[src/rtl/dtw_stream_ctrl.sv]
// DTW accelerator front end: register file plus a framed AXI-stream path on one clock.
// Enforces a programmable frame length, repairs tlast, drops overlong tails and buffers in a FIFO.
module dtw_stream_ctrl #(
  parameter int unsigned ADDR_WIDTH      = 16,
  parameter int unsigned DATA_WIDTH      = 32,
  parameter int unsigned AXIS_DATA_WIDTH = 32,
  parameter int unsigned FIFO_DEPTH      = 16,
  parameter int unsigned LEN_WIDTH       = 16
) (
  input  logic                       clk,
  input  logic                       rst,
  input  logic [ADDR_WIDTH-1:0]      i_reg_address,
  input  logic                       i_reg_in_rdy,
  input  logic [DATA_WIDTH-1:0]      i_reg_in_data,
  output logic                       o_reg_in_ack_stb,
  input  logic                       i_reg_out_req,
  output logic                       o_reg_out_rdy_stb,
  output logic [DATA_WIDTH-1:0]      o_reg_out_data,
  output logic                       o_reg_invalid_addr,
  input  logic                       i_axis_in_tvalid,
  output logic                       o_axis_in_tready,
  input  logic                       i_axis_in_tlast,
  input  logic [AXIS_DATA_WIDTH-1:0] i_axis_in_tdata,
  output logic                       o_axis_out_tvalid,
  input  logic                       i_axis_out_tready,
  output logic                       o_axis_out_tlast,
  output logic [AXIS_DATA_WIDTH-1:0] o_axis_out_tdata
);

  localparam int unsigned PtrW = $clog2(FIFO_DEPTH);

  localparam logic [ADDR_WIDTH-1:0] AddrControl    = ADDR_WIDTH'('h00);
  localparam logic [ADDR_WIDTH-1:0] AddrStatus     = ADDR_WIDTH'('h04);
  localparam logic [ADDR_WIDTH-1:0] AddrRefLen     = ADDR_WIDTH'('h08);
  localparam logic [ADDR_WIDTH-1:0] AddrVersion    = ADDR_WIDTH'('h0C);
  localparam logic [ADDR_WIDTH-1:0] AddrKey        = ADDR_WIDTH'('h10);
  localparam logic [ADDR_WIDTH-1:0] AddrFrameCount = ADDR_WIDTH'('h14);
  localparam logic [ADDR_WIDTH-1:0] AddrSampleCnt  = ADDR_WIDTH'('h18);

  localparam logic [31:0] VersionValue = 32'h2000_0000;
  localparam logic [31:0] KeyValue     = 32'h0CA7_CAFE;

  typedef enum logic [1:0] {StIdle, StPass, StDiscard} state_e;

  state_e                   state_q;
  logic [LEN_WIDTH-1:0]     cnt_q;
  logic [LEN_WIDTH-1:0]     ref_len_q;
  logic                     enable_q;
  logic                     strict_q;
  logic                     short_err_q;
  logic                     long_err_q;
  logic [31:0]              frame_cnt_q;
  logic [31:0]              sample_cnt_q;
  logic [AXIS_DATA_WIDTH:0] mem_q [FIFO_DEPTH];
  logic [PtrW:0]            wr_ptr_q;
  logic [PtrW:0]            rd_ptr_q;

  logic                     fifo_empty;
  logic                     fifo_full;
  logic [AXIS_DATA_WIDTH:0] fifo_head;

  assign fifo_empty = (wr_ptr_q == rd_ptr_q);
  assign fifo_full  = (wr_ptr_q[PtrW] != rd_ptr_q[PtrW]) &&
                      (wr_ptr_q[PtrW-1:0] == rd_ptr_q[PtrW-1:0]);
  assign fifo_head  = mem_q[rd_ptr_q[PtrW-1:0]];

  // ---------------------------------------------------------------------------
  // Register access decode
  // ---------------------------------------------------------------------------
  logic                  reg_wr;
  logic                  reg_rd;
  logic                  addr_hit;
  logic                  wr_control;
  logic                  wr_status;
  logic                  wr_ref_len;
  logic                  clear_cnt;
  logic [DATA_WIDTH-1:0] rd_data;
  logic                  unused_wdata;

  // A write in the same cycle as a read request takes precedence; the read is dropped.
  assign reg_wr     = i_reg_in_rdy;
  assign reg_rd     = i_reg_out_req & ~i_reg_in_rdy;
  assign wr_control = reg_wr && (i_reg_address == AddrControl);
  assign wr_status  = reg_wr && (i_reg_address == AddrStatus);
  assign wr_ref_len = reg_wr && (i_reg_address == AddrRefLen);
  assign clear_cnt  = wr_control & i_reg_in_data[1];

  assign unused_wdata = ^i_reg_in_data;

  always_comb begin
    addr_hit = 1'b1;
    rd_data  = '0;
    case (i_reg_address)
      AddrControl: begin
        rd_data[0] = enable_q;
        rd_data[2] = strict_q;
      end
      AddrStatus: begin
        rd_data[0] = (state_q != StIdle);
        rd_data[1] = fifo_empty;
        rd_data[2] = fifo_full;
        rd_data[8] = short_err_q;
        rd_data[9] = long_err_q;
      end
      AddrRefLen:     rd_data[LEN_WIDTH-1:0] = ref_len_q;
      AddrVersion:    rd_data = DATA_WIDTH'(VersionValue);
      AddrKey:        rd_data = DATA_WIDTH'(KeyValue);
      AddrFrameCount: rd_data = DATA_WIDTH'(frame_cnt_q);
      AddrSampleCnt:  rd_data = DATA_WIDTH'(sample_cnt_q);
      default:        addr_hit = 1'b0;
    endcase
  end

  // ---------------------------------------------------------------------------
  // Stream framing
  // ---------------------------------------------------------------------------
  logic                 in_fire;
  logic                 out_pop;
  logic                 push;
  logic                 push_last;
  logic                 len_hit;
  logic                 set_short;
  logic                 set_long;
  logic [LEN_WIDTH:0]   cnt_next;

  assign o_axis_in_tready = (state_q == StDiscard) | (enable_q & ~fifo_full);
  assign in_fire          = i_axis_in_tvalid & o_axis_in_tready;
  assign out_pop          = o_axis_out_tvalid & i_axis_out_tready;

  // cnt_q counts samples already passed in this frame; cnt_next includes the current one.
  // REF_LEN of 0 or 1 makes every sample hit the length limit.
  assign cnt_next  = {1'b0, cnt_q} + (LEN_WIDTH + 1)'(1);
  assign len_hit   = (cnt_next >= {1'b0, ref_len_q});
  assign push      = in_fire & (state_q != StDiscard);
  assign push_last = len_hit | i_axis_in_tlast;
  assign set_short = push & i_axis_in_tlast & ~len_hit;
  assign set_long  = push & len_hit & ~i_axis_in_tlast;

  always_ff @(posedge clk) begin
    if (rst) begin
      state_q <= StIdle;
      cnt_q   <= '0;
    end else if (in_fire) begin
      case (state_q)
        StIdle, StPass: begin
          if (push_last) begin
            cnt_q   <= '0;
            state_q <= (set_long & strict_q) ? StDiscard : StIdle;
          end else begin
            cnt_q   <= cnt_next[LEN_WIDTH-1:0];
            state_q <= StPass;
          end
        end
        StDiscard: begin
          if (i_axis_in_tlast) state_q <= StIdle;
        end
        default: state_q <= StIdle;
      endcase
    end
  end

  // ---------------------------------------------------------------------------
  // Register file, sticky flags and counters
  // ---------------------------------------------------------------------------
  always_ff @(posedge clk) begin
    if (rst) begin
      enable_q           <= 1'b0;
      strict_q           <= 1'b0;
      ref_len_q          <= '0;
      o_reg_in_ack_stb   <= 1'b0;
      o_reg_out_rdy_stb  <= 1'b0;
      o_reg_out_data     <= '0;
      o_reg_invalid_addr <= 1'b0;
    end else begin
      o_reg_in_ack_stb   <= reg_wr;
      o_reg_out_rdy_stb  <= reg_rd;
      o_reg_invalid_addr <= (reg_wr | reg_rd) & ~addr_hit;
      if (reg_rd) o_reg_out_data <= rd_data;
      if (wr_control) begin
        enable_q <= i_reg_in_data[0];
        strict_q <= i_reg_in_data[2];
      end
      if (wr_ref_len) ref_len_q <= i_reg_in_data[LEN_WIDTH-1:0];
    end
  end

  always_ff @(posedge clk) begin
    if (rst) begin
      short_err_q <= 1'b0;
      long_err_q  <= 1'b0;
    end else begin
      // A new error event in the clearing cycle stays visible.
      short_err_q <= set_short | (short_err_q & ~(wr_status & i_reg_in_data[8]));
      long_err_q  <= set_long  | (long_err_q  & ~(wr_status & i_reg_in_data[9]));
    end
  end

  always_ff @(posedge clk) begin
    if (rst || clear_cnt) begin
      frame_cnt_q  <= '0;
      sample_cnt_q <= '0;
    end else if (push) begin
      sample_cnt_q <= sample_cnt_q + 32'd1;
      if (push_last) frame_cnt_q <= frame_cnt_q + 32'd1;
    end
  end

  // ---------------------------------------------------------------------------
  // Sample FIFO; tlast travels with each entry
  // ---------------------------------------------------------------------------
  always_ff @(posedge clk) begin
    if (rst) begin
      wr_ptr_q <= '0;
      rd_ptr_q <= '0;
    end else begin
      if (push)    wr_ptr_q <= wr_ptr_q + (PtrW + 1)'(1);
      if (out_pop) rd_ptr_q <= rd_ptr_q + (PtrW + 1)'(1);
    end
  end

  always_ff @(posedge clk) begin
    if (push) mem_q[wr_ptr_q[PtrW-1:0]] <= {push_last, i_axis_in_tdata};
  end

  assign o_axis_out_tvalid = ~fifo_empty;
  assign o_axis_out_tlast  = ~fifo_empty & fifo_head[AXIS_DATA_WIDTH];
  assign o_axis_out_tdata  = fifo_empty ? '0 : fifo_head[AXIS_DATA_WIDTH-1:0];

endmodule

[config.mk]
export PLATFORM = sky130hd
export DESIGN_NAME = dtw_stream_ctrl
export DESIGN_NICKNAME = d
export VERILOG_FILES = /design/src/rtl/dtw_stream_ctrl.sv
export SDC_FILE = /design/constraint.sdc
export NUM_CORES = 1
export LEC_CHECK = 0
export ABC_AREA = 0
export BUFFER_PORTS_ARGS = -buffer_cell sky130_fd_sc_hd__buf_2
export CORE_ASPECT_RATIO = 1.4
export CORE_UTILIZATION = 45
export DETAILED_ROUTE_END_ITERATION = 10
export HOLD_SLACK_MARGIN = 0.03
export PLACE_DENSITY = 0.71
export SYNTH_ARGS = -nofsm -noshare
export SYNTH_HDL_FRONTEND = slang
export SYNTH_SLANG_ARGS = --single-unit
[constraint.sdc]
create_clock -name clk -period 5.4 [get_ports clk]
set_input_delay 1.08 -clock clk [delete_from_list [all_inputs] [get_ports clk]]
set_output_delay 1.08 -clock clk [all_outputs]
set_load 0.02 [all_outputs]
==> flow_summary.toml <==
[yosys]
synth_xor_area_frac = 0.0126
synth_top_family_by_area = "multiplexers"
synth_compound_area_frac = 0.0697
yosysUniqueCellTypes = 64
synth_seq_area_share = 0.677
yosysWarnings = 0
syn_nets = 1900
syn_area_um2 = 27900
ys_ff_latch = 679
synth_flop_cell = "edfxtp_1"
ys_async_sr_fraction = 0
syn_inst = 1789
synth-simple-area-share = 0.0811
synthAdderAreaFrac = 0.0108
synth-edff-count = 528
syn_area_per_cell_um2 = 15.6
synth.area.mux_share = 0.126

[hold_path]
hp-class = "register to register"

[clocking]
cts_resized = 0
htree_num_levels = 3
clk_latency_ps = 610
clock-sinks = 679
cts.clk_slew.worst_paths_ps = 60
numCtsBuffers = 68
cts_root_buf = "clkbuf_16"
cts_tree = "built"
postCtsSetupRepairBufs = 0
clockBufferDepth = 3
hold_buffers = 0

[drt]
dr.pass1.iters = 7
via_count = 16500
drt_iter0_drc = 1506
drc = 0
post_drt_wl_per_cell_um = 22.6
ant_nets = 0
routed_via_density = 5.91
routed_wirelength_um = 63200

[sta]
slew_headroom = 0.187
period_needed_ps = 4670
setup-tns-final_ps = 0
hold_violations = 0
fmax_ghz = 0.214
rsz0062_at_grt = "no"
drv_slew = 0
clock_skew_ps = 21.0
setup_viol = 0
worst_pin_slew_ps = 1220
period_share = 0.864

[placed_design]
place_congestion = 0.862
place_area_um2 = 29500
io_buffers = 140
hpwl_um = 37700

[critical_path]
end_kind = "output port"
critPathKind = "register to output port"
max_stage_delay_ps = 670
path_cells = "xor2_1, nor4_2, nor2b_4, buf_4, a211oi_1, buf_2"
path_delay_family = "simple AND/OR/NAND/NOR gates"
critPathBufInv = 2
cp_slowest_cell = "nor4_2"
cp.required_ps = 4320
cp_max_fo = 24
setup.worst_path.start_class = "register"
worstPathArrival_ps = 3590

[status]
status = "finished clean"

[global_routing]
overflow = 0
grt_usage = 0.204
grt_max_degree = 78
grt_pass1_wl_um = 96600
grt_pass1_vias = 16600
antenna_found_initial = 7

[layout]
fin_area_um2 = 31700
ff_latch_area_um2 = 18900
drive_gt1_frac = 0.221
nets = 2030
multi_input_area_um2 = 8480
area_growth_pct = 13.8
fillers = 4990

[floorplan]
die-area_um2 = 63000
die_w_um = 212
num_rows = 107
io_pins = 157
fp.coreArea_um2 = 61000
start_util = 0.457
die_y_um = 297

[power]
vdd_ir_drop_max_v = 0.000235
leakagePower_uw = 0.0101
p_per_area_nw_per_um2 = 328

[run]
maxCapViolCount = 0
-- registers in the layout (all words and copies together) (netlist names), named ones only --
register,cells
strict_q,1
long_err_q,1
enable_q,1
ref_len_q,16
rd_ptr_q,5
short_err_q,1
state_q,2
mem_q,528
sample_cnt_q,32
cnt_q,16
wr_ptr_q,5
o_reg_invalid_addr,1
frame_cnt_q,32
o_reg_in_ack_stb,1
o_reg_out_data,32
o_reg_out_rdy_stb,1
-- worst reg2reg max path, stage by stage, from the launching register on --
cell	delay (ps)
dfxtp_1	400
ha_1	280
and4_1	270
nand2_1	170
nor2_1	170
xor2_1	100
ha_1	320
nand4_1	110
or4_1	530
o211a_2	150
o211a_4	170
buf_4	350
or4_1	620
a21oi_1	160
-- cell families (layout without fill, tap and decap cells) --
group / after synthesis / after routing
fa+ha+maj: 24 / 24
flops: 679 / 679
xor+xnor: 40 / 40
simple gates: 422 / 422
other cells: 0 / 1
buf+inv: 147 / 329
compound gates: 292 / 292
mux: 185 / 185
-- power by group --
group	internal (uW)	switching (uW)
combinational	26.8	92.5
clock	2670	2010
sequential	5620	0.811
-- final timing paths --
path                                   start                         endpoint  slack, ps  cells after the start
max                 wr_ptr_q[3]$_SDFFE_PP0P_                 o_axis_out_tlast        730                      6
min          o_reg_out_data[24]$_SDFFE_PP0P_  o_reg_out_data[24]$_SDFFE_PP0P_        450                      2
max reg2reg            cnt_q[0]$_SDFFE_PP0P_     frame_cnt_q[12]$_SDFFE_PP0P_       1540                     13
min reg2reg  o_reg_out_data[24]$_SDFFE_PP0P_  o_reg_out_data[24]$_SDFFE_PP0P_        450                      2
-- synthesized netlist by cell type (4+ instances only) --
master    instances  area share
a211oi_1         67       0.018
inv_1            30      0.0040
nand2_1          99       0.013
dfxtp_1         151        0.11
a31oi_1           8      0.0018
nor2_1           73      0.0098
nand4_1          33      0.0074
buf_1             9      0.0012
nand3_1          50      0.0090
nor4_1            5      0.0011
o211ai_1          6      0.0016
xnor2_1          16      0.0050
clkbuf_1         59      0.0079
a222oi_1          4      0.0014
and4_1           12      0.0038
a22oi_1          10      0.0027
buf_6             4      0.0016
a21oi_1          76       0.014
or4_1            33      0.0089
buf_2            40      0.0072
mux2i_1          53       0.019
xor2_1           24      0.0075
a221oi_1         11      0.0035
nor3_1           14      0.0025
ha_1             24       0.011
o21ai_0          45      0.0081
o31ai_1          23      0.0062
nand3b_1          4      0.0011
nand2b_1          6      0.0013
o21ai_1          13      0.0023
or3_1            18      0.0040
mux4_2          132        0.11
nor2b_1          39      0.0088
and3_1           18      0.0040
edfxtp_1        528        0.57
a221o_1           8      0.0029
and2_1            7      0.0016
-- metrics by stage --
step                power, uW   util  hold slack [ps]  std cells  setup WS (ps)
floorplan                5770      -              455       1789            680
global placement         5840  0.483              438       2666           1450
detailed placement       5850  0.483              440       2666           1350
CTS                     10500  0.520              455       2788            673
global route            10700  0.520              483       2789            592
finish                  10400  0.520              455       2789            733
-- metal layers --
metal	track usage	share of wire	vias up
li1	-	-	7393
met1	0.248	0.39	8385
met2	0.359	0.52	576
met3	0.0359	0.059	135
met4	0.0774	0.033	6
met5	0	0.00055	-
-- area by class of cell --
cell class	count	share of cell area
sequential	679	0.596
clock buffer	78	0.0558
antenna	1	0.0000789
multi-input combinational	963	0.267
inverter	32	0.00379
timing repair buffer	175	0.0312
tap	817	0.0322
clock inverter	44	0.0138
-- cells in the final DEF (no fill, tap or decap), types with 7 or more instances in the layout --
| cell type | Yosys | layout |
|---|---|---|
| a211oi_1 | 67 | 67 |
| a21oi_1 | 76 | 76 |
| a221o_1 | 8 | 8 |
| a221oi_1 | 11 | 11 |
| a22oi_1 | 10 | 10 |
| a31oi_1 | 8 | 8 |
| and2_1 | 7 | 7 |
| and3_1 | 18 | 18 |
| and4_1 | 12 | 12 |
| buf_2 | 40 | 140 |
| buf_4 | 3 | 33 |
| clkbuf_1 | 59 | 8 |
| clkbuf_16 | 0 | 69 |
| clkinv_1 | 0 | 19 |
| clkinv_2 | 0 | 7 |
| dfxtp_1 | 151 | 147 |
| edfxtp_1 | 528 | 528 |
| ha_1 | 24 | 24 |
| inv_1 | 30 | 31 |
| mux2i_1 | 53 | 53 |
| mux4_2 | 132 | 132 |
| nand2_1 | 99 | 99 |
| nand3_1 | 50 | 50 |
| nand4_1 | 33 | 33 |
| nor2_1 | 73 | 62 |
| nor2_4 | 0 | 11 |
| nor2b_1 | 39 | 38 |
| nor3_1 | 14 | 9 |
| o21ai_0 | 45 | 45 |
| o21ai_1 | 13 | 13 |
| o31ai_1 | 23 | 23 |
| or3_1 | 18 | 18 |
| or4_1 | 33 | 33 |
| xnor2_1 | 16 | 16 |
| xor2_1 | 24 | 24 |
Note: power is estimated with default switching activity, not from simulation.
